<file path="src/rtl/sigmoid_sched_pkg.sv">
// rtl/sigmoid_sched_pkg.sv - shared state encoding and Q16.16 constants for sigmoid_sched
package sigmoid_sched_pkg;

    typedef enum logic [1:0] {
        IDLE  = 2'd0,
        ISSUE = 2'd1,
        WAIT  = 2'd2,
        RESP  = 2'd3
    } state_t;

    localparam logic [31:0] FX_ONE  = 32'h0001_0000;
    localparam logic [31:0] FX_HALF = 32'h0000_8000;

endpackage

</file>
<file path="src/rtl/sigmoid_sched_rr_pick.sv">
// rtl/sigmoid_sched_rr_pick.sv - combinational round-robin picker, search starts just above last
module rr_pick #(
    parameter int NREQ = 4,
    parameter int IW   = $clog2(NREQ)
) (
    input  logic [NREQ-1:0] req,
    input  logic [IW-1:0]   last,
    output logic [NREQ-1:0] gnt,
    output logic [IW-1:0]   gnt_idx,
    output logic            any
);

    logic          found;
    logic [IW-1:0] sel;

    always_comb begin
        gnt     = '0;
        gnt_idx = '0;
        found   = 1'b0;
        sel     = '0;
        any     = |req;
        // Walk NREQ positions from last+1; the lane just served is visited last.
        for (int k = 1; k <= NREQ; k++) begin
            sel = IW'((int'(last) + k) % NREQ);
            if (!found && req[sel]) begin
                found    = 1'b1;
                gnt_idx  = sel;
                gnt[sel] = 1'b1;
            end
        end
    end

endmodule

</file>
<file path="src/rtl/sigmoid_sched.sv">
// rtl/sigmoid_sched.sv - round-robin scheduler sharing one sigmoid engine among NREQ lanes
module sigmoid_sched
    import sigmoid_sched_pkg::*;
#(
    parameter int N       = 32,
    parameter int NREQ    = 4,
    parameter int TIMEOUT = 15
) (
    input  logic              clk,
    input  logic              rst_n,
    input  logic [NREQ-1:0]   req_valid,
    input  logic [NREQ*N-1:0] req_x,
    output logic [NREQ-1:0]   req_ready,
    output logic [NREQ-1:0]   rsp_valid,
    input  logic [NREQ-1:0]   rsp_ready,
    output logic [N-1:0]      rsp_y,
    output logic              eng_start,
    output logic [N-1:0]      eng_x,
    input  logic              eng_done,
    input  logic [N-1:0]      eng_y,
    output logic              busy,
    output logic              err_timeout
);

    localparam int IW = $clog2(NREQ);
    localparam int TW = $clog2(TIMEOUT + 1);

    state_t          state, state_n;
    logic [IW-1:0]   last_grant, grant_q;
    logic [N-1:0]    x_q, y_q;
    logic [TW-1:0]   timer;
    logic            err_q;
    logic [NREQ-1:0] pick_gnt;
    logic [IW-1:0]   pick_idx;
    logic            pick_any;
    logic            timer_last;

    rr_pick #(.NREQ(NREQ), .IW(IW)) u_pick (
        .req     (req_valid),
        .last    (last_grant),
        .gnt     (pick_gnt),
        .gnt_idx (pick_idx),
        .any     (pick_any)
    );

    assign timer_last = (timer == TW'(TIMEOUT - 1));

    always_ff @(posedge clk or negedge rst_n) begin
        if (!rst_n) state <= IDLE;
        else        state <= state_n;
    end

    always_comb begin
        state_n   = state;
        req_ready = '0;
        rsp_valid = '0;
        eng_start = 1'b0;
        case (state)
            IDLE: begin
                // Gated so an asserted reset never shows an accept strobe.
                if (pick_any && rst_n) begin
                    req_ready = pick_gnt;
                    state_n   = ISSUE;
                end
            end
            ISSUE: begin
                eng_start = 1'b1;
                state_n   = WAIT;
            end
            WAIT: begin
                if (eng_done || timer_last) state_n = RESP;
            end
            RESP: begin
                rsp_valid[grant_q] = 1'b1;
                if (rsp_ready[grant_q]) state_n = IDLE;
            end
            default: state_n = IDLE;
        endcase
    end

    always_ff @(posedge clk or negedge rst_n) begin
        if (!rst_n) begin
            last_grant <= IW'(NREQ - 1);
            grant_q    <= '0;
            x_q        <= '0;
            y_q        <= '0;
            timer      <= '0;
            err_q      <= 1'b0;
        end else begin
            case (state)
                IDLE: begin
                    if (pick_any) begin
                        x_q     <= req_x[pick_idx*N +: N];
                        grant_q <= pick_idx;
                    end
                end
                ISSUE: timer <= '0;
                WAIT: begin
                    // A done arriving on the final WAIT cycle beats the timeout.
                    if (eng_done) begin
                        y_q <= eng_y;
                    end else if (timer_last) begin
                        y_q   <= N'(FX_HALF);
                        err_q <= 1'b1;
                    end else begin
                        timer <= timer + 1'b1;
                    end
                end
                RESP: begin
                    if (rsp_ready[grant_q]) last_grant <= grant_q;
                end
                default: ;
            endcase
        end
    end

    assign eng_x       = x_q;
    assign rsp_y       = y_q;
    assign busy        = (state != IDLE);
    assign err_timeout = err_q;

endmodule
</file>
<file path="config.mk">
export PLATFORM = sky130hd
export DESIGN_NAME = sigmoid_sched
export DESIGN_NICKNAME = d
export VERILOG_FILES = /design/src/rtl/sigmoid_sched_pkg.sv /design/src/rtl/sigmoid_sched_rr_pick.sv /design/src/rtl/sigmoid_sched.sv
export SDC_FILE = /design/constraint.sdc
export NUM_CORES = 1
export LEC_CHECK = 0
export BUFFER_PORTS_ARGS = -buffer_cell sky130_fd_sc_hd__buf_2
export CAP_MARGIN = 10
export CORE_ASPECT_RATIO = 0.9
export CORE_MARGIN = 10
export CORE_UTILIZATION = 38
export CTS_BUF_LIST = sky130_fd_sc_hd__clkbuf_4 sky130_fd_sc_hd__clkbuf_8
export CTS_CLUSTER_DIAMETER = 60
export CTS_CLUSTER_SIZE = 16
export DETAILED_ROUTE_END_ITERATION = 8
export GPL_ROUTABILITY_DRIVEN = 0
export GPL_TIMING_DRIVEN = 0
export PLACE_DENSITY = 0.7
export SETUP_SLACK_MARGIN = 0.02
export SLEW_MARGIN = 20
export SYNTH_ARGS = -nofsm -noshare
export SYNTH_HDL_FRONTEND = slang
export SYNTH_SLANG_ARGS = --single-unit
</file>
<file path="constraint.sdc">
create_clock -name clk -period 4.6 [get_ports clk]
set_input_delay 0.46 -clock clk [delete_from_list [all_inputs] [get_ports clk]]
set_output_delay 0.46 -clock clk [all_outputs]
set_load 0.01 [all_outputs]
</file>
; ---- Yosys cells after proc, flatten, opt, wreduce, memory -nomap -nowiden
; Index checks and enable logic that the tools add are counted.
; Widths: inputs -> output; s select.
[word_totals]
register_bits = 75
in_bits = 171
out_inout_bits = 75
word_cells = 104
[op_classes]
n_addsub = 5
magnitude_cmp = 10
n_eq_ne = 9
shift = 1
mux = 44
bitwise = 4
n_reduce_logical = 24
[op_table]
columns = cell, count
row1 = $shiftx 128x8->32, 1
row2 = $mux 32, 2
row3 = $mux 4, 9
row4 = $lt 2x3->1 const B, 5
row5 = $mux 1, 14
row6 = $mux 2, 7
row7 = $or 4x4->4, 3
row8 = $bmux 1 s2, 5
row9 = $demux 1 s2, 5
row10 = $ge 2x1->1 const B, 5
row11 = $ne 2x2->1 const B, 5
row12 = $logic_and 1x1->1, 9
row13 = $reduce_and 3->1, 3
row14 = $pmux 2 s4, 1
row15 = $pmux 4 s2, 1
row16 = $reduce_and 2->1, 3
row17 = $reduce_bool 2->1, 3
row18 = $add 2x1->2 const B, 2
row19 = $add 2x2->2 const B, 2
row20 = $add 4x1->4 const B, 1
row21 = $eq 2x2->1 const B, 2
row22 = $eq 4x4->1 const B, 1
row23 = $reduce_or 4->1, 1
row24 = $logic_not 1->1, 3
row25 = other kinds (4), 4

; ---- Longest topological paths before layout
; Gate-level depths: netlist of the first run.
[logic_depth]
ltp_word = 15
ltp_mapped = 12
ltp_nobuf = 8

; ---- Modules after synthesis
; Synthesis of the first run repeated with hierarchy kept, for this count alone.
[hier_totals]
cells_unflattened = 331
area_unflattened_um2 = 4541.9
[modules_own_cells]
columns = module, n_inst, cells_per_inst, area_per_inst_um2, seq_area_each_um2
row1 = sigmoid_sched, 1, 249, 3911.3, 1879.3
row2 = rr_pick, 1, 82, 630.6, 0.0

; ---- Worst setup path after synthesis of the first run
; No wires, ideal clock.
[synth_timing]
kind = flip-flop to flip-flop
startpoint = reg last_grant[1]
endpoint = reg x_q[23] (netlist: eng_x[23])
setup_time_ns = 0.133
arrival_ns = 3.146
required_time_ns = 4.467
slack_ns = 1.321
path_stages_with_launch = 12
n_path_buf = 3
path_cell_list = dfstp_2 -> clkbuf_1 -> inv_1 -> ha_1 -> clkbuf_1 -> mux4_2 -> nor2b_4 -> or3_4 -> nand2_8 -> buf_12 -> mux2i_1 -> o221ai_2
[synth_between]
elab_chain_len = 14
elab_cells_between_ends = 26
[synth_rtl]
columns = element, line
row1 = start: declaration, sigmoid_sched.sv:29  ; logic [IW-1:0] last_grant, grant_q;
row2 = start signal: assignment, sigmoid_sched.sv:83  ; last_grant <= IW'(NREQ - 1);
row3 = start signal: assignment, sigmoid_sched.sv:110  ; if (rsp_ready[grant_q]) last_grant <= grant_q;
row4 = $add 2x1->2, sigmoid_sched_rr_pick.sv:24  ; sel = IW'((int'(last) + k) % NREQ);
row5 = $bmux 1 s2, sigmoid_sched_rr_pick.sv:25  ; if (!found && req[sel]) begin
row6 = $mux 1 (implied by the code), sigmoid_sched_rr_pick.sv:25
row7 = $mux 1, sigmoid_sched_rr_pick.sv:25
row8 = $logic_not 1->1, sigmoid_sched_rr_pick.sv:25
row9 = $logic_and 1x1->1, sigmoid_sched_rr_pick.sv:25
row10 = $mux 1, sigmoid_sched_rr_pick.sv:25
row11 = $logic_not 1->1, sigmoid_sched_rr_pick.sv:25
row12 = $logic_and 1x1->1, sigmoid_sched_rr_pick.sv:25
row13 = $mux 1, sigmoid_sched_rr_pick.sv:25
row14 = $logic_not 1->1, sigmoid_sched_rr_pick.sv:25
row15 = $logic_and 1x1->1, sigmoid_sched_rr_pick.sv:25
row16 = $mux 2 *, sigmoid_sched_rr_pick.sv:25
row17 = $shiftx 128x8->32 *, sigmoid_sched.sv:93  ; x_q <= req_x[pick_idx*N +: N];
row18 = end signal: assignment, sigmoid_sched.sv:93
row19 = end: declaration, sigmoid_sched.sv:30  ; logic [N-1:0] x_q, y_q;
; Every way passes the cells marked *; elsewhere a longest branch is shown, timed or not. The select of a mux whose other input is x is not followed.
; A chain may end at the register's enable or synchronous reset.

; ---- Worst setup path in the final report of the first run
[layout_timing]
startpoint = reg last_grant[1]
endpoint = out req_ready[0]
[layout_between]
elab_chain_len = 15
elab_cells_between_ends = 50
[layout_rtl]
columns = element, line
row1 = branches (longest 12 deep; another with $lt 2x3->1), --
row2 = $mux 4 *, sigmoid_sched_rr_pick.sv:25
row3 = $mux 4 *, sigmoid_sched.sv:61  ; if (pick_any && rst_n) begin
row4 = $mux 4 *, sigmoid_sched.sv:58  ; case (state)
row5 = end: declaration, sigmoid_sched.sv:13  ; output logic [NREQ-1:0] req_ready,
; Every way passes the cells marked *. The select of a mux whose other input is x is not followed.

==> metrics.log, run 1 <==
INFO  metric grt_overflow = 0
INFO  metric routed_wl = 14.95 mm
INFO  metric clock-root-buffer = clkbuf_8
INFO  metric worst_setup_path_end_kind = primary output
INFO  metric finalHoldWorstSlack = 37.85 ps
INFO  metric cp_data_arrival_time = 3560 ps
INFO  metric detail_route.vias_per_cell = 5.103
INFO  metric drtPass1Iterations = 4
INFO  metric leading_post_synthesis_cells_by_instance_count = dfrtp_1 (73), mux2i_1 (65), nand2_1 (46)
INFO  metric max_cap_violations = 0
INFO  metric min_period_over_period = 0.8732
INFO  metric post-synth-top-area-fraction = 0.3995
INFO  metric worstHoldPathType = primary input to asynchronous set/reset pin
INFO  metric port_buffers = 245
INFO  metric critical_path_required = 4140 ps
INFO  metric hold_viol = 0
INFO  metric grt_antenna_before_repair = 0
INFO  metric fin_nets = 828
INFO  metric worst_setup_hold_path_clk_slew = 90 ps
INFO  metric synth-adder-area-share = 0.03830
INFO  metric intPower = 2.642 mW
INFO  metric post-route-drc-count = 0
INFO  metric simple_gate_portion_of_the_synthesized_area = 0.09466
INFO  metric rr_endpoint = eng_x[7]
INFO  metric cts_tree = yes
INFO  metric grt.total_usage = 0.1668
INFO  metric synth-compound-area-share = 0.2118
INFO  metric reg2reg_slack = 780 ps
INFO  metric fin_skew = 14.30 ps
INFO  metric grt_start_max_net_pins = 47
INFO  metric post-synth-top-count-cell = dfrtp_1
INFO  metric worstSetupPathType = flip-flop to primary output
INFO  metric fmaxAchievable = 249.0 MHz
INFO  metric ys.flop_type = dfrtp_1
INFO  metric totalPowerFinal = 4.685 mW
INFO  metric die_width = 135.6 µm
INFO  metric worst_skew_pair.late_latency = 360 ps
INFO  metric filler_cell_count = 1037
INFO  metric cts.path.max_buffers = 2
INFO  metric detailroute.via_count = 4103
INFO  metric synth-xor-area-share = 0.001915
INFO  metric cts.repair_timing.setup_buffer_count = 0
INFO  metric maximum_vdd_ir_drop = 316.2 µV
INFO  metric post_cts_resized = 0
INFO  metric fp-row-count = 37
INFO  metric placedInstanceArea = 6025 µm²
INFO  metric cellPowerDensity = 754.7 nW/µm²
INFO  metric synth.net_count = 571
INFO  metric dominant_combinational_cell_family_by_area_after_synthesis = compound AO/OA/AOI/OAI gates
INFO  metric clock_power_share = 0.102
INFO  metric outcome = finished, final reports clean
INFO  metric drt_first_iter_violations = 119
INFO  metric cts_buffers = 9
INFO  metric design.core.area = 11620 µm²
INFO  metric ys_ff_latch = 75
INFO  metric dieHeight = 124.1 µm
INFO  metric startpoint_type = flip-flop
INFO  metric power_frac_comb = 0.647
INFO  metric design.die.area = 16830 µm²
INFO  metric area_added_between_synthesis_and_finish = 35.76%
INFO  metric insertedDiodeCount = 0
INFO  metric synth_mux_area_frac = 0.1751
INFO  metric critical_path_peak_fanout = 10
INFO  metric p_sw_frac = 0.4362
INFO  metric setup_total_negative_slack = 0 ps
INFO  metric grt_setup_unrepaired = no
INFO  metric worst_slew_margin_rel = 0.6811
INFO  metric post-dp-hpwl = 12.22 mm
INFO  metric final_period_minus_worst_setup_slack = 4017 ps
INFO  metric drive_gt1_frac = 0.5062
INFO  metric slew_viol_final = 0
INFO  metric reg2regPathDepth = 11
INFO  metric cts-hold-fix-buffers = 0
INFO  metric setup_viol_count_final = 0
INFO  metric async_reset_ff_frac = 1.000
INFO  metric netlist_area = 4573 µm²
INFO  metric max_slew.worst_pin.slew = 478.4 ps
INFO  metric design_area = 6208 µm²
INFO  metric route.antenna.remaining_nets = 0
INFO  metric grt_pass1_wl = 22.87 mm
INFO  metric seq_area_frac_synth = 0.4109
INFO  metric io_count = 246
INFO  metric cts_max_level = 3
INFO  metric cells_after_synthesis = 386
INFO  metric share_of_power_burned_in_registers = 0.252
INFO  metric routedWlPerCell = 18.60 µm
INFO  metric power.leakage = 3.145 nW
INFO  metric rr_startpoint = last_grant[1]
INFO  metric ys_top_cells_by_area = dfrtp_1 (40%), mux2i_1 (14%), o221ai_2 (9.8%), a22o_1 (5.9%), ha_1 (3.8%)
INFO  metric cell_type_contributing_the_most_total_cell_area_after_synthesis = dfrtp_1
INFO  metric syn_area_per_cell = 11.85 µm²
INFO  metric start_util = 0.3936
INFO  metric post_synth_edffs = 0
INFO  metric grt_pass1_vias = 4410
INFO  metric cts.sink_count = 75
INFO  metric ys.warnings.count = 0
INFO  metric synth_cell_types = 52
INFO  metric netSwitchingPower = 2.044 mW
-- power by group through the flow --
stage	Clock, mW	Combinational (mW)	Sequential [mW]
CTS	0.499	3.08	1.18
global route	0.522	3.30	1.22
detailed placement	0	3.08	1.18
finish	0.477	3.03	1.18
global placement	0	3.00	1.17
floorplan	0	2.13	1.29
-- critical path: stages, from the launching register on --
cell,delay (ps)
dfstp_2,600
clkbuf_1,400
inv_1,200
ha_1,370
clkbuf_1,340
mux4_2,410
nor2b_4,180
a22oi_1,160
nor2_1,90
a221oi_1,220
nor2_1,80
buf_2,150
-- state kept, by name, indices dropped and copies added (netlist names) --
name and cells:
eng_x 32, rsp_y 32, timer 4, grant_q 2, last_grant 2, state 2, err_timeout 1
-- routing by layer --
layer	track usage	up-vias	wire [µm]
li1	-	1977	-
met1	0.1889	1937	5805
met2	0.2873	176	7355
met3	0.07126	13	1652
met4	0.03696	0	140
met5	0	-	0
-- cells by family (layout without fill, tap and decap cells) --
logic type,count (synthesis),count (layout)
buffers and inverters,42,304
adders and majority gates,14,14
and+or+nand+nor,86,86
xor gates and xnor gates,1,1
muxes,73,73
DFF,75,75
AOI/OAI and AO/OA,95,95
-- how the worst max path moves through the flow --
stage | startpoint | endpoint | slack (ps) | cells after the start
after floorplan | last_grant[1] | eng_x[23] | 1320 | 11
after global placement | last_grant[1] | eng_x[14] | 940 | 11
after detailed placement | last_grant[1] | eng_x[8] | 790 | 11
after CTS | last_grant[1] | req_ready[2] | 590 | 11
after global routing | last_grant[1] | req_ready[0] | 260 | 11
final | last_grant[1] | req_ready[0] | 580 | 11
-- layout by cell type (no fill, tap or decap), drive strengths merged, types with 3 or more instances in the layout --
| cell type | n |
|---|---|
| buf | 263 |
| dfrtp | 73 |
| mux2i | 65 |
| nand2 | 47 |
| o221ai | 33 |
| a22o | 31 |
| clkbuf | 23 |
| nor2 | 18 |
| ha | 14 |
| inv | 14 |
| o21ai | 8 |
| a22oi | 5 |
| a221oi | 5 |
| a21oi | 5 |
| mux4 | 5 |
| mux2 | 3 |
-- per-stage QoR --
step	utilization	instances	setup WS, ps
final	0.5343	804	583.5
after global routing	0.5343	804	258.0
after CTS	0.5343	804	590.6
after detailed placement	0.5185	788	794.0
after global placement	0.5159	787	939.9
after floorplan	-	386	1321
-- layout make-up --
cell class,instances,area [µm²],area share
Inverter,12,45.04,0.007255
Clock inverter,6,46.29,0.007457
Sequential cell,75,1879,0.3027
Multi-Input combinational cell,269,2386,0.3843
Timing Repair Buffer,246,1256,0.2023
Tap cell,156,195.2,0.03144
Clock buffer,10,137.6,0.02217
Buffer,30,262.8,0.04232
Power figures use the tool's default switching activity.
==> inputs of run 2 (changes only) <==
Settings changed: SYNTH_HIERARCHICAL from default to 1.
==> run 2 against run 1 <==
  * Hold slack got worse by 8.8 ps
  * Utilization increased by 0.35 points
  * Final cell count decreased by 7.1%
  * Global-route usage fell by 0.23 points
  * Synthesized cell count decreased by 14%
  * Via count down 6.2%
  * Maximum frequency grew 11%
  * Cell area up 0.26%
  * Flip-flop and latch count unchanged
  * Count of clock-buffer cells in the layout is 1 lower
  * Critical endpoint is now eng_x[13]
==> metrics.log, run 2 <==
INFO  metric outcome = finished, final reports clean
INFO  metric cells_after_synthesis = 331
INFO  metric grt_setup_unrepaired = no
INFO  metric cts.repair_timing.setup_buffer_count = 0
INFO  metric grt_pass1_wl = 21.76 mm
INFO  metric placed_cells = 732
INFO  metric io_count = 246
INFO  metric timing.critical_path.mode_cell = buf_6
INFO  metric design.core.area = 11570 µm²
INFO  metric fin_nets = 772
INFO  metric final_common_cell = buf_2
INFO  metric timing.critical_path.slowest_stage_cell = dfstp_2
INFO  metric reg2regPathDepth = 12
INFO  metric rr_endpoint = eng_x[13]
INFO  metric worstSetupPathType = flip-flop to flip-flop
INFO  metric slew_viol_final = 0
INFO  metric layout.core_utilization = 0.5378
INFO  metric route.antenna.remaining_nets = 0
INFO  metric critical_path_required = 4840 ps
INFO  metric cts.sink_count = 75
INFO  metric clock-root-buffer = clkbuf_8
INFO  metric cts_max_level = 3
INFO  metric seq_area_frac_synth = 0.4138
INFO  metric finalNonFillerCells = 747
INFO  metric drtPass1Iterations = 4
INFO  metric async_reset_ff_frac = 1.000
INFO  metric post-route-drc-count = 0
INFO  metric drt_first_iter_violations = 171
INFO  metric grt_overflow = 0
INFO  metric post-synth-top-count-cell = dfrtp_1
INFO  metric cts.path.max_buffers = 2
INFO  metric fmaxAchievable = 276.4 MHz
INFO  metric worst_skew_pair.late_latency = 360 ps
INFO  metric leading_post_synthesis_cells_by_instance_count = dfrtp_1 (73), a22o_1 (31), mux2_4 (30)
INFO  metric min_period_over_period = 0.7865
INFO  metric post-synth-top-area-fraction = 0.4022
INFO  metric ys_ff_latch = 75
INFO  metric dieHeight = 123.7 µm
INFO  metric worstHoldPathType = primary input to asynchronous set/reset pin
INFO  metric power.leakage = 3.184 nW
INFO  metric hold_viol = 0
INFO  metric max_slew.worst_pin.slew = 480.0 ps
INFO  metric worst_slew_margin_rel = 0.6737
INFO  metric critical_path_peak_fanout = 10
INFO  metric area_added_between_synthesis_and_finish = 37.05%
INFO  metric startpoint_type = flip-flop
INFO  metric drive_gt1_frac = 0.6007
INFO  metric detail_route.vias_per_cell = 5.150
INFO  metric cellPowerDensity = 714.4 nW/µm²
INFO  metric post-dp-hpwl = 12.19 mm
INFO  metric cts-hold-fix-buffers = 0
INFO  metric routed_wl = 14.74 mm
INFO  metric setup_total_negative_slack = 0 ps
INFO  metric routedWlPerCell = 19.74 µm
INFO  metric rr_startpoint = last_grant[0]
INFO  metric cts_buffers = 9
INFO  metric setup_viol_count_final = 0
INFO  metric die_width = 135.2 µm
INFO  metric synth_cell_types = 45
INFO  metric post_synth_edffs = 0
INFO  metric grt_pass1_vias = 4069
INFO  metric maximum_vdd_ir_drop = 403.8 µV
INFO  metric post_cts_resized = 0
INFO  metric critPathTopFamily = multiplexers
INFO  metric insertedDiodeCount = 0
INFO  metric worst_setup_path_end_kind = flip-flop
INFO  metric cp_data_arrival_time = 3860 ps
INFO  metric worst-path-buf-inv = 5
INFO  metric crit_path_max_incr_delay = 640 ps
INFO  metric final_period_minus_worst_setup_slack = 3618 ps
INFO  metric fp-row-count = 37
INFO  metric grt_antenna_before_repair = 0
INFO  metric max_cap_violations = 0
INFO  metric fin_skew = 7.200 ps
INFO  metric ys_top_cells_by_area = dfrtp_1 (40%), mux4_2 (14%), mux2_4 (9.9%), a22o_1 (6.0%), ha_1 (3.9%)
INFO  metric detailroute.via_count = 3847
INFO  metric cp_cell_sequence = buf_6, inv_1, ha_1, buf_2, mux2_2, nand2_1, o21ai_0, a31oi_1, buf_6, buf_12, mux4_2, mux2_4
INFO  metric netlist_area = 4542 µm²
INFO  metric synth.net_count = 516
INFO  metric grt_start_max_net_pins = 53
INFO  metric port_buffers = 244
INFO  metric highest_count_cells_in_the_layout_ignoring_fill_and_taps = buf_2 (253), dfrtp_1 (73), a22o_1 (31)
INFO  metric start_util = 0.3924
INFO  metric syn_area_per_cell = 13.72 µm²
INFO  metric reg2reg_slack = 980 ps
INFO  metric cts_tree = yes
INFO  metric cell_type_contributing_the_most_total_cell_area_after_synthesis = dfrtp_1
INFO  metric totalPowerFinal = 4.447 mW
INFO  metric worst_setup_hold_path_clk_slew = 80 ps
INFO  metric ys.warnings.count = 6
INFO  metric design.die.area = 16730 µm²
INFO  metric grt.total_usage = 0.1645
INFO  metric ys.flop_type = dfrtp_1
## run 2: cell types whose count changed in the layout (fill, tap and decap cells not counted), moves of 6 or more
cell,previous run,this run
and3_1,2,14
nor2_1,18,12
mux2i_1,65,4
o22ai_1,0,6
nand2_1,46,11
o221ai_2,30,0
mux2_2,3,11
nand3_1,2,8
mux2_4,0,30
mux4_2,4,29
## run 2: where the power goes
part	internal, mW	switching [mW]
clock	0.360	0.255
combinational	1.44	1.21
sequential	0.989	0.195
## run 2: area by class of cell
class | count | area [µm²]
plain buffers | 25 | 177.7
clock buffers | 9 | 123.9
clock inverters | 6 | 112.6
fillers | 1022 | 5349
inverters | 8 | 30.03
multi-input cells | 223 | 2455
flip-flops and latches | 75 | 1879
well taps | 156 | 195.2
repair buffers | 245 | 1251
## run 2: worst max-delay path by stage
| stage | startpoint | endpoint | slack, ps | depth (start not counted) |
|---|---|---|---|---|
| 2_1_floorplan | last_grant[0] | eng_x[10] | 1360 | 12 |
| 3_3_place_gp | last_grant[0] | eng_x[26] | 1080 | 12 |
| 3_5_place_dp | last_grant[0] | eng_x[3] | 1010 | 12 |
| 4_1_cts | last_grant[0] | eng_x[3] | 990 | 12 |
| 5_1_grt | last_grant[0] | eng_x[3] | 830 | 12 |
| 6_report | last_grant[0] | eng_x[13] | 980 | 12 |
## run 2: logic make-up after synthesis
family | after synthesis | synth area share
XOR/XNOR | 1 | 0.001929
flip-flops | 75 | 0.4138
AO/OA/AOI/OAI | 61 | 0.1077
multiplexers | 81 | 0.3143
AND/OR/NAND/NOR | 66 | 0.07796
adder cells (fa/ha/maj) | 14 | 0.03857
buffers and inverters | 33 | 0.04573
## run 2: metal layers
metal	GRT usage	vias to the layer above	routed length [µm]
met5	0	-	0
met4	0.05376	0	184
met3	0.06522	14	1489
met2	0.2771	201	7232
met1	0.1888	1841	5837
li1	-	1791	-
## run 2: stage by stage
step | hold slack [ps] | setup slack (ps) | area, µm²
4_1_cts | 15.96 | 993.2 | 6225
5_1_grt | 23.76 | 831.7 | 6225
3_3_place_gp | 439.4 | 1081 | 5958
2_1_floorplan | 164.4 | 1361 | 4542
6_report | 29.01 | 982.1 | 6225
3_5_place_dp | 414.2 | 1009 | 5988
==> inputs of run 3 (changes only) <==
Clock period 4.6 ns to 3.65 ns, I/O delays scaled along.
==> run 3 against run 2 <==
  * Utilization increased by 0.24 points
  * Hold slack improved by 210 ps
  * Flip-flop and latch count unchanged
  * Critical endpoint unchanged
==> metrics.log, run 3 (synthesized netlist as in run 2, its figures left out) <==
INFO  metric slew_viol_final = 0
INFO  metric setup_total_negative_slack = 0 ps
INFO  metric setup_viol_count_final = 0
INFO  metric cts_buffers = 9
INFO  metric fin_skew = 7.094 ps
INFO  metric maximum_vdd_ir_drop = 508.3 µV
INFO  metric grt_antenna_before_repair = 0
INFO  metric worstHoldPathType = primary input to flip-flop
INFO  metric area_added_between_synthesis_and_finish = 37.66%
INFO  metric filler_cell_count = 1017
INFO  metric die_width = 135.2 µm
INFO  metric fp-row-count = 37
INFO  metric final_period_minus_worst_setup_slack = 3491 ps
INFO  metric io_count = 246
INFO  metric drtPass1Iterations = 4
INFO  metric grt_pass1_wl = 21.78 mm
INFO  metric rr_startpoint = last_grant[0]
INFO  metric final_common_cell = buf_2
INFO  metric busiest_layer = met2
INFO  metric min_period_over_period = 0.9565
INFO  metric cp_data_arrival_time = 3730 ps
INFO  metric clock-root-buffer = clkbuf_8
INFO  metric placed_cells = 732
INFO  metric finalNonFillerCells = 750
INFO  metric reg2regPathDepth = 12
INFO  metric grt.total_usage = 0.1646
INFO  metric cp_cell_sequence = buf_6, inv_1, ha_1, buf_4, mux2_2, nand2_1, o21ai_0, a31oi_1, buf_6, buf_12, mux4_2, mux2_4
INFO  metric max_slew.worst_pin.slew = 476.8 ps
INFO  metric totalPowerFinal = 5.631 mW
INFO  metric global_route.usage.met3 = 0.06522
INFO  metric cellPowerDensity = 900.7 nW/µm²
INFO  metric design.core.area = 11570 µm²
INFO  metric timing.critical_path.mode_cell = buf_6
INFO  metric cp-startpoint = last_grant[0]
INFO  metric crit_path_max_incr_delay = 600 ps
INFO  metric cts.sink_count = 75
INFO  metric rr_endpoint = eng_x[13]
INFO  metric route.antenna.remaining_nets = 0
INFO  metric insertedDiodeCount = 0
INFO  metric global_route.usage.met1 = 0.1891
INFO  metric cts_tree = yes
INFO  metric grtUsageMet2 = 0.2771
INFO  metric worst_setup_path_end_kind = flip-flop
INFO  metric fmaxAchievable = 286.4 MHz
INFO  metric cts_max_level = 3
INFO  metric routedWlPerCell = 19.68 µm
INFO  metric worst_setup_hold_path_clk_slew = 80 ps
INFO  metric port_buffers = 244
INFO  metric detail_route.vias_per_cell = 5.167
INFO  metric worst_skew_pair.late_latency = 360 ps
INFO  metric post-route-drc-count = 0
INFO  metric power.leakage = 3.198 nW
INFO  metric worst_slew_margin_rel = 0.6758
INFO  metric grt_overflow = 0
INFO  metric post-dp-hpwl = 12.19 mm
INFO  metric timing.critical_path.slowest_stage_cell = dfstp_2
INFO  metric worst_setup_path_endpoint = eng_x[13]
INFO  metric grt_start_max_net_pins = 53
INFO  metric highest_count_cells_in_the_layout_ignoring_fill_and_taps = buf_2 (252), dfrtp_1 (73), a22o_1 (31)
INFO  metric dieHeight = 123.7 µm
INFO  metric worstSetupPathType = flip-flop to flip-flop
INFO  metric outcome = finished, final reports clean
INFO  metric design.die.area = 16730 µm²
INFO  metric critical_path_peak_fanout = 10
INFO  metric drive_gt1_frac = 0.6010
INFO  metric routed_wl = 14.76 mm
INFO  metric drt_first_iter_violations = 209
INFO  metric grt_setup_unrepaired = no
INFO  metric reg2reg_slack = 160 ps
INFO  metric cts.path.max_buffers = 2
INFO  metric detailroute.via_count = 3875
INFO  metric hold_viol = 0
INFO  metric start_util = 0.3924
INFO  metric fin_nets = 775
INFO  metric startpoint_type = flip-flop
INFO  metric grt_pass1_vias = 4072
INFO  metric max_cap_violations = 0
INFO  metric critical_path_required = 3890 ps
run 3: layer usage:
| metal | vias to the layer above | wire length (µm) |
|---|---|---|
| li1 | 1801 | - |
| met1 | 1859 | 5891 |
| met4 | 0 | 184 |
| met5 | - | 0 |
| met3 | 14 | 1451 |
| met2 | 201 | 7231 |
run 3: through the flow:
step	setup WS [ps]	hold WS (ps)	area [µm²]	util
after floorplan	410.8	69.41	4542	-
after global placement	130.9	439.4	5958	0.5148
after detailed placement	58.90	319.2	5988	0.5174
after CTS	43.17	216.8	6235	0.5387
after global routing	10.32	211.8	6252	0.5402
final	158.7	237.4	6252	0.5402
run 3: worst max-delay path: cells and delay by family, from the launching register on:
family                     cells  cell delay [ps]
AOI/OAI and AO/OA              2              300
adders and majority gates      1              370
buffers and inverters          5              860
DFF                            1              600
muxes                          3             1140
and+or+nand+nor                1              100
run 3: cell type report:
class / instances / area [µm²] / area share
Sequential cell: 75 / 1879 / 0.3006
Clock buffer: 9 / 123.9 / 0.01981
Multi-Input combinational cell: 223 / 2455 / 0.3926
Tap cell: 156 / 195.2 / 0.03122
Timing Repair Buffer: 248 / 1276 / 0.2041
Inverter: 8 / 30.03 / 0.004803
Clock inverter: 6 / 112.6 / 0.01801
Buffer: 25 / 180.2 / 0.02882
run 3: worst min path at each step:
stage | startpoint | to | slack [ps] | cells past startpoint
after floorplan | rst_n | eng_x[0] | 70 | 0
after global placement | err_timeout | err_timeout | 440 | 1
after detailed placement | rst_n | rsp_y[16] | 320 | 1
after CTS | eng_y[6] | rsp_y[6] | 220 | 2
after global routing | eng_y[6] | rsp_y[6] | 210 | 2
final | eng_y[6] | rsp_y[6] | 240 | 2
run 3: power breakdown:
| part | internal (mW) | switching, mW |
|---|---|---|
| sequential | 1.25 | 0.239 |
| clock | 0.454 | 0.322 |
| combinational | 1.83 | 1.54 |
run 3: repair_timing:
item / in CTS / in global routing
buffers inserted: 0 / 2
endpoints found under the hold margin: 21 / 0
endpoints found under the setup margin: 0 / 30
hold buffers: 1 / 0
resized for setup: 0 / 2
